<file path="config.mk">
export PLATFORM = sky130hd
export DESIGN_NAME = viterbi_traceback
export DESIGN_NICKNAME = d
export VERILOG_FILES = /design/src/rtl/viterbi_traceback.sv
export SDC_FILE = /design/constraint.sdc
export NUM_CORES = 1
export LEC_CHECK = 0
export ABC_AREA = 1
export CAP_MARGIN = 40
export CORE_MARGIN = 1.5
export CORE_UTILIZATION = 45
export DETAILED_ROUTE_END_ITERATION = 6
export HOLD_SLACK_MARGIN = 0.05
export PLACE_DENSITY = 0.7
export SYNTH_ARGS = -nofsm -noshare
export SYNTH_HDL_FRONTEND = slang
export SYNTH_SLANG_ARGS = --single-unit
</file>
<file path="constraint.sdc">
create_clock -name clk -period 2.3 [get_ports clk]
set_clock_uncertainty 0.15 [all_clocks]
set_input_delay 0.46 -clock clk [delete_from_list [all_inputs] [get_ports clk]]
set_output_delay 0.46 -clock clk [all_outputs]
set_load 0.02 [all_outputs]
</file>
<file path="src/rtl/viterbi_traceback.sv">
// Survivor-path memory and traceback stage for a Viterbi decoder.
// Forward pass stores one backpointer per state per trellis step; on request the
// stored backpointers are walked from a final state down to step 0, one decoded
// state per valid/ready handshake.
module viterbi_traceback #(
    parameter int POS_num_bit = 4,
    parameter int T_BITS      = 4
) (
    input  logic                   clk,
    input  logic                   rst,
    input  logic                   bp_valid,
    output logic                   bp_ready,
    input  logic [POS_num_bit-1:0] bp_state,
    input  logic [POS_num_bit-1:0] bp_index,
    input  logic                   bp_last,
    input  logic                   tb_start,
    input  logic [POS_num_bit-1:0] tb_state,
    output logic                   out_valid,
    input  logic                   out_ready,
    output logic [POS_num_bit-1:0] out_state,
    output logic [T_BITS-1:0]      out_step,
    output logic                   out_last,
    output logic                   busy,
    output logic                   full
);

    localparam int N_STATES = 2 ** POS_num_bit;
    localparam int T_DEPTH  = 2 ** T_BITS;
    localparam logic [T_BITS:0] C_DEPTH = (T_BITS + 1)'(T_DEPTH);

    typedef enum logic {
        S_FILL,
        S_TRACE
    } state_t;

    state_t                 r_state;
    logic [POS_num_bit-1:0] r_mem [T_DEPTH][N_STATES];
    logic [T_BITS:0]        r_step_cnt;
    logic [T_BITS-1:0]      r_t;
    logic [POS_num_bit-1:0] r_cur;
    logic                   r_out_valid;
    logic                   r_out_last;
    logic                   r_busy;
    logic                   r_full;

    logic                   w_bp_ready;
    logic                   w_wr;
    logic                   w_close;
    logic [T_BITS:0]        w_cnt_eff;
    logic [T_BITS:0]        w_cnt_m1;
    logic [POS_num_bit-1:0] w_back;

    // Write acceptance depends on registered state only.
    assign w_bp_ready = (r_state == S_FILL) && !r_full;
    assign w_wr       = bp_valid && w_bp_ready;
    assign w_close    = w_wr && bp_last;
    // Step count including a step being closed in this very cycle.
    assign w_cnt_eff  = r_step_cnt + (T_BITS + 1)'(w_close);
    assign w_cnt_m1   = w_cnt_eff - (T_BITS + 1)'(1);
    assign w_back     = r_mem[r_t][r_cur];

    assign bp_ready  = w_bp_ready;
    assign out_valid = r_out_valid;
    assign out_state = r_cur;
    assign out_step  = r_t;
    assign out_last  = r_out_last;
    assign busy      = r_busy;
    assign full      = r_full;

    // Backpointer storage; deliberately not reset. Writes only happen below
    // T_DEPTH, so the low T_BITS of the step count address the row.
    always_ff @(posedge clk) begin
        if (w_wr) begin
            r_mem[r_step_cnt[T_BITS-1:0]][bp_state] <= bp_index;
        end
    end

    // Fill / traceback control with registered outputs.
    always_ff @(posedge clk or posedge rst) begin
        if (rst) begin
            r_state     <= S_FILL;
            r_step_cnt  <= '0;
            r_t         <= '0;
            r_cur       <= '0;
            r_out_valid <= 1'b0;
            r_out_last  <= 1'b0;
            r_busy      <= 1'b0;
            r_full      <= 1'b0;
        end else begin
            case (r_state)
                S_FILL: begin
                    r_step_cnt <= w_cnt_eff;
                    r_full     <= (w_cnt_eff == C_DEPTH);
                    if (tb_start && (w_cnt_eff != '0)) begin
                        r_state     <= S_TRACE;
                        r_cur       <= tb_state;
                        r_t         <= w_cnt_m1[T_BITS-1:0];
                        r_out_valid <= 1'b1;
                        r_out_last  <= (w_cnt_m1 == '0);
                        r_busy      <= 1'b1;
                    end
                end
                S_TRACE: begin
                    if (r_out_valid && out_ready) begin
                        if (r_t != '0) begin
                            r_cur      <= w_back;
                            r_t        <= r_t - T_BITS'(1);
                            r_out_last <= (r_t == T_BITS'(1));
                        end else begin
                            r_state     <= S_FILL;
                            r_step_cnt  <= '0;
                            r_full      <= 1'b0;
                            r_out_valid <= 1'b0;
                            r_out_last  <= 1'b0;
                            r_busy      <= 1'b0;
                        end
                    end
                end
                default: r_state <= S_FILL;
            endcase
        end
    end

endmodule

</file>
# Word level (Yosys, flattened, before mapping)
# Memories as Yosys holds them, arrays and structs flattened.
# Index checks and enable logic that the tools add are counted.
# op_classes
n_eq_ne	6
add_sub_neg	3
n_reduce_logical	14
mux	31
order_cmp	3
bitwise_logic	3
# ops
operator	count
$mux W64	1
$mux W4	9
$bmux W4 S4	1
$demux W4 S4	1
$pmux W4 S2	2
$ge A5 B5 Y1 const B	2
$mux W1	10
$mux W5	2
$not A4 Y5	2
$pmux W5 S2	1
$pmux W1 S2	4
$logic_and A1 B1 Y1	6
$ne A2 B1 Y1 const B	3
$reduce_and A3 Y1	2
$add A5 B1 Y5	1
$eq A5 B5 Y1 const B	1
$logic_not A5 Y1	1
$lt A5 B1 Y1 const B	1
$reduce_bool A5 Y1	1
$sub A5 B1 Y5 const B	1
$eq A4 B1 Y1 const B	1
$reduce_and A2 Y1	2
$reduce_bool A4 Y1	1
$sub A4 B1 Y4 const B	1
other kinds (3)	3
# word_totals
output_inout_bits	13
register_bits	17
inputBits	18
mem_bits_rw	1024
mem_count	1
# memory_table
name	depth	width	rd	rd_ports_with_merged_regs	wr	line	source
r_mem	16	64	1	0	1	37	logic [POS_num_bit-1:0] r_mem [T_DEPTH][N_STATES];

# Logic depth before layout (Yosys ltp)
# depth
ltp_word	9
depth_mapped	18
mapped_depth_nobuf	16

# Worst setup path after synthesis
# No wires, ideal clock.
# synth_timing
kind	register -> register
startpoint	register r_state
endpoint	register r_cur[3] (netlist: out_state[3])
slack_ns	-0.539
setup_time_ns	0.117
required_time_ns	2.033
period_less_slack_ns	2.839
t_arrival_ns	2.572
path_stages_with_launch	18
path_cell_list	dfrtp_1 buf_2 nor2_1 nand2_1 nor2_1 ha_1 ha_1 inv_1 ha_1 nand2_1 nor2_1 nand2_1 nand3_1 a21oi_4 inv_1 nor2_1 nand2_1 nand2_1
# synth_via
elab_chain_len	9
word_cells_on_any_way	12
# synth_lines
item	line	source
start, declared	36	state_t r_state;
start signal, assigned	81	r_state <= S_FILL;
start signal, assigned	95	r_state <= S_TRACE;
start signal, assigned	110	r_state <= S_FILL;
$not A1 Y1	n/a	
$logic_and A1 B1 Y1	54	assign w_bp_ready = (r_state == S_FILL) && !r_full;
named net bp_ready	12	output logic bp_ready,
$logic_and A1 B1 Y1	55	assign w_wr = bp_valid && w_bp_ready;
$logic_and A1 B1 Y1	56	assign w_close = w_wr && bp_last;
$add A5 B1 Y5	58	assign w_cnt_eff = r_step_cnt + (T_BITS + 1)'(w_close);
$reduce_bool A5 Y1	94	if (tb_start && (w_cnt_eff != '0)) begin
$logic_and A1 B1 Y1	94	
$ne A2 B1 Y1 (no line)	n/a	
$reduce_and A3 Y1 (no line)	n/a	
end signal, assigned	96	r_cur <= tb_state;
end signal, assigned	106	r_cur <= w_back;
end, declared	40	logic [POS_num_bit-1:0] r_cur;
# The timed path passes the listed nets, and every way through them passes these cells.
# A chain may end at the register's enable or synchronous reset.

# Worst setup path in the final report
# layout_timing
startpoint	register r_t[0] (netlist: out_step[0])
endpoint	register r_cur[3] (netlist: out_state[3])
# layout_via
elab_chain_len	7
word_cells_on_any_way	10
# layout_lines
item	line	source
start, declared	39	logic [T_BITS-1:0] r_t;
start signal, assigned	97	r_t <= w_cnt_m1[T_BITS-1:0];
start signal, assigned	107	r_t <= r_t - T_BITS'(1);
$mem_v2 Z16 W64	n/a	
$bmux W4 S4	60	assign w_back = r_mem[r_t][r_cur];
$mux W4 (implied by the code) (2 in a row)	60	
$mux W4	105	if (r_t != '0) begin
$mux W4	104	if (r_out_valid && out_ready) begin
$pmux W4 S2	90	case (r_state)
# Parallel ways exist; a longest one is shown, timed or not. The select of a mux whose other input is x is not followed.

==> impl_results.md <==
* WS Path Type: flip-flop to flip-flop
* Pleak at 20.7 nW
* Power Density at 720 nW/um^2
* Syn nets at around 4,100
* Final hold vios at 0
* Starting Density at between 40% and 50%
* Fin. max-slew vios at 0
* Die span in y at between 300 and 400 um
* Worst r2r dst: out_state[3]
* Most frequent cells in the layout: nand2_1, edfxtp_1, nor2_1, nand3_1, buf_4
* Switching Share at 19.5%
* Post-synthesis sequential area ratio at between 70% and 80%
* Overflow after GRT at 0
* DIE AREA at approximately 100,000 um^2
* Hold EP: r_mem[5][30]
* Antenna violations before repair at 5
* Skew-Pair Late Insertion Delay at 0.68 ns
* Residual DRC count at 1
* Clock slew at reported path FFs at 0.06 ns
* Fmax at 0.391 GHz
* R2R Setup Slk at -0.26 ns
* Vias at around 32,000
* Max-cap check violation count at 0
* Crit path DAT at 2.97 ns
* Vias in the first global route at around 31,000
* Placed instance area at 49,800 um^2
* Yosys cell types at 30
* Core area at 97,100 um^2
* Worst Slack Setup Final at -0.256 ns
* Combinational share of power at under 10%
* Total Neg Setup Slack at -1.40 ns
* # port buffers at 30
* Post-DRT Antenna Nets at 0
* Synth Cell Area at 44,300 um^2
* CTS H-tree depth at 3
* Most Frequent Cell on Critical Path: nand3_1
* Top Ports at 31
* Drt total wl at 121,000 um
* Clk sink count at 1,041
* Crit path required time at 2.72 ns
* Total Routing Usage GR at 24.0%
* Area grow syn2layout at 22.2%
* First-iteration detailed-routing DRC count at 3,637
* Detailed Routing Iterations Pass 1 at 7
* Non-filler cells, final at 5,879
* NumNets Final at 4,541
* Ys Warns at 0
* Largest net degree at the start of global routing at 106
* Slew HR at 61.1%
* Row cnt at between 100 and 150
* Startpoint Class: flip-flop
* Placed Cells at 5,655
* CTS Buf Count at 105
* Status: finished, violations left
* Max Fanout on Critical Path at 15
* RR Startpoint: out_step[0]
* RSZ-0062 raised after global routing: yes
* FF+latch count, synth at 1,041
* Min-delay src: bp_index[2]
* Placer Congestion at 0.948
* Clock buffer depth at 3
* TritonCTS clock tree: done
* Hold path depth at 1
* Hold crit path type: primary input to flip-flop
* Internal power at 31.4 mW
* VDD IR-drop max at 0.576 mV
* Final worst path period need at 2.56 ns
* CP max stage cell: dfrtp_4
* FF-to-FF path depth at 14
* Syn avg cell area at 10.8 um^2
* Via/cell ratio at 5.43
* NetSw at 7.62 mW
* Sequence of cells on the critical path: buf_6, buf_12, buf_4, or2_2, nand3_1, o211ai_1, nand3_1, nand2_1, nand3_1, nand3_2, nand3_2, nand3_1, nand2_1, nand2_1
* Hpwl dp at 74,500 um
* Sequential power share at 53.4%
* WL per Instance at 20.7 um
* Crit end category: flip-flop
* Violated checks: DRC, setup timing
* Final Cycle Share at 111%
* Layout cell share with drive strength beyond 1 at 17.2%
* Die width at 317 um
* First-pass GRT wire length at ~180,000 um
* Root buffer cell: clkbuf_16
* Clock power share at a little under half
* Pre-CTS worst setup slack at -0.530 ns
* Mapped Cells at 4,103
* Post-route design area at 54,200 um^2
* Ant diodes at 0
* Setup-failing EPs final at 10
* Largest stage delay, worst path at 0.59 ns
* Worst-Margin Slew at 0.584 ns
* Commonest non-fill, non-tap cell in the layout: nand2_1
registers in the layout, indices dropped and copies added (netlist names):
| register | cells |
|---|---|
| r_step_cnt | 5 |
| out_last | 1 |
| full | 1 |
| r_state | 1 |
| r_mem | 1024 |
| out_state | 4 |
| out_step | 4 |
| busy | 1 |
Yosys cell counts (all sizes together):
master	n	area share [%]
nand2	1038	8.8
edfxtp	1024	69
nor2	712	6.0
nand3	488	5.5
inv	221	1.9
o21ai	207	2.3
buf	159	2.2
clkbuf	92	0.78
a21oi	63	0.74
o211ai	33	0.56
or2	22	0.31
dfrtp	17	0.96
ha	7	0.20
xor2	5	0.12
and3	4	0.056
o22ai	4	0.056
nand4	2	0.028
nor3	2	0.023
a31oi	1	0.014
clkinv	1	0.0085
xnor2	1	0.020
per-stage QoR:
step	util, %	power, mW	hold slack, ns
4_1_cts	55.4	39.2	0.106
6_report	55.8	39.0	0.123
5_1_grt	55.8	39.9	0.122
3_3_place_gp	51.2	21.7	0.412
3_5_place_dp	51.2	21.7	0.425
2_1_floorplan	-	21.2	0.236
power groups by stage:
stage | Clock (mW) | Sequential, mW | Combinational (mW)
after floorplan | 0 | 21.2 | 0.0107
after global placement | 0 | 21.2 | 0.454
after detailed placement | 0 | 21.2 | 0.459
after CTS | 17.9 | 20.8 | 0.461
after global routing | 18.6 | 20.8 | 0.487
final | 17.7 | 20.8 | 0.456
layout make-up:
cell class	count	area, um^2
fillers	7842	43000
repair buffers	557	5640
clock inverters	70	843
inverters	222	861
clock buffers	124	2740
multi-input cells	2589	11300
flip-flops and latches	1041	31200
well taps	1276	1600
worst max path at each step:
stage / start / end / cells after the start
6_report: out_step[0] / out_state[3] / 14
5_1_grt: out_step[0] / out_state[1] / 16
4_1_cts: out_step[0] / out_state[0] / 15
3_5_place_dp: bp_valid / out_state[1] / 16
3_3_place_gp: bp_valid / out_step[1] / 15
2_1_floorplan: r_state / out_state[0] / 16
logic make-up (layout without fill, tap and decap cells):
group	Yosys count	after routing	synth area share (%)
adder cells (fa/ha/maj)	7	7	0.198
buffers and inverters	473	973	4.87
XOR/XNOR	6	6	0.136
AND/OR/NAND/NOR	2268	2268	20.7
flip-flops	1041	1041	70.3
AO/OA/AOI/OAI	308	308	3.70
critical path: cells and delay by family (launching register included):
family                 cells  cell delay [ns]
AO/OA/AOI/OAI              1             0.10
buffers and inverters      3             0.50
flip-flops                 1             0.59
AND/OR/NAND/NOR           10             1.08
metal layers:
metal	GRT usage, %	share of wire, %	vias up
met2	38.8	47	1573
met5	0	0.038	-
li1	-	-	14700
met4	9.91	3.8	8
met3	4.00	9.4	284
met1	32.4	40	15300
repair_timing:
item	in CTS	in global routing
endpoints found under the setup margin	21	50
cloned	5	5
hold endpoints to repair	17	0
buffers inserted	11	10
pin swaps	3	5
hold buffers	1	0
resized for setup	70	41
Note: power is estimated with default switching activity, not from simulation.
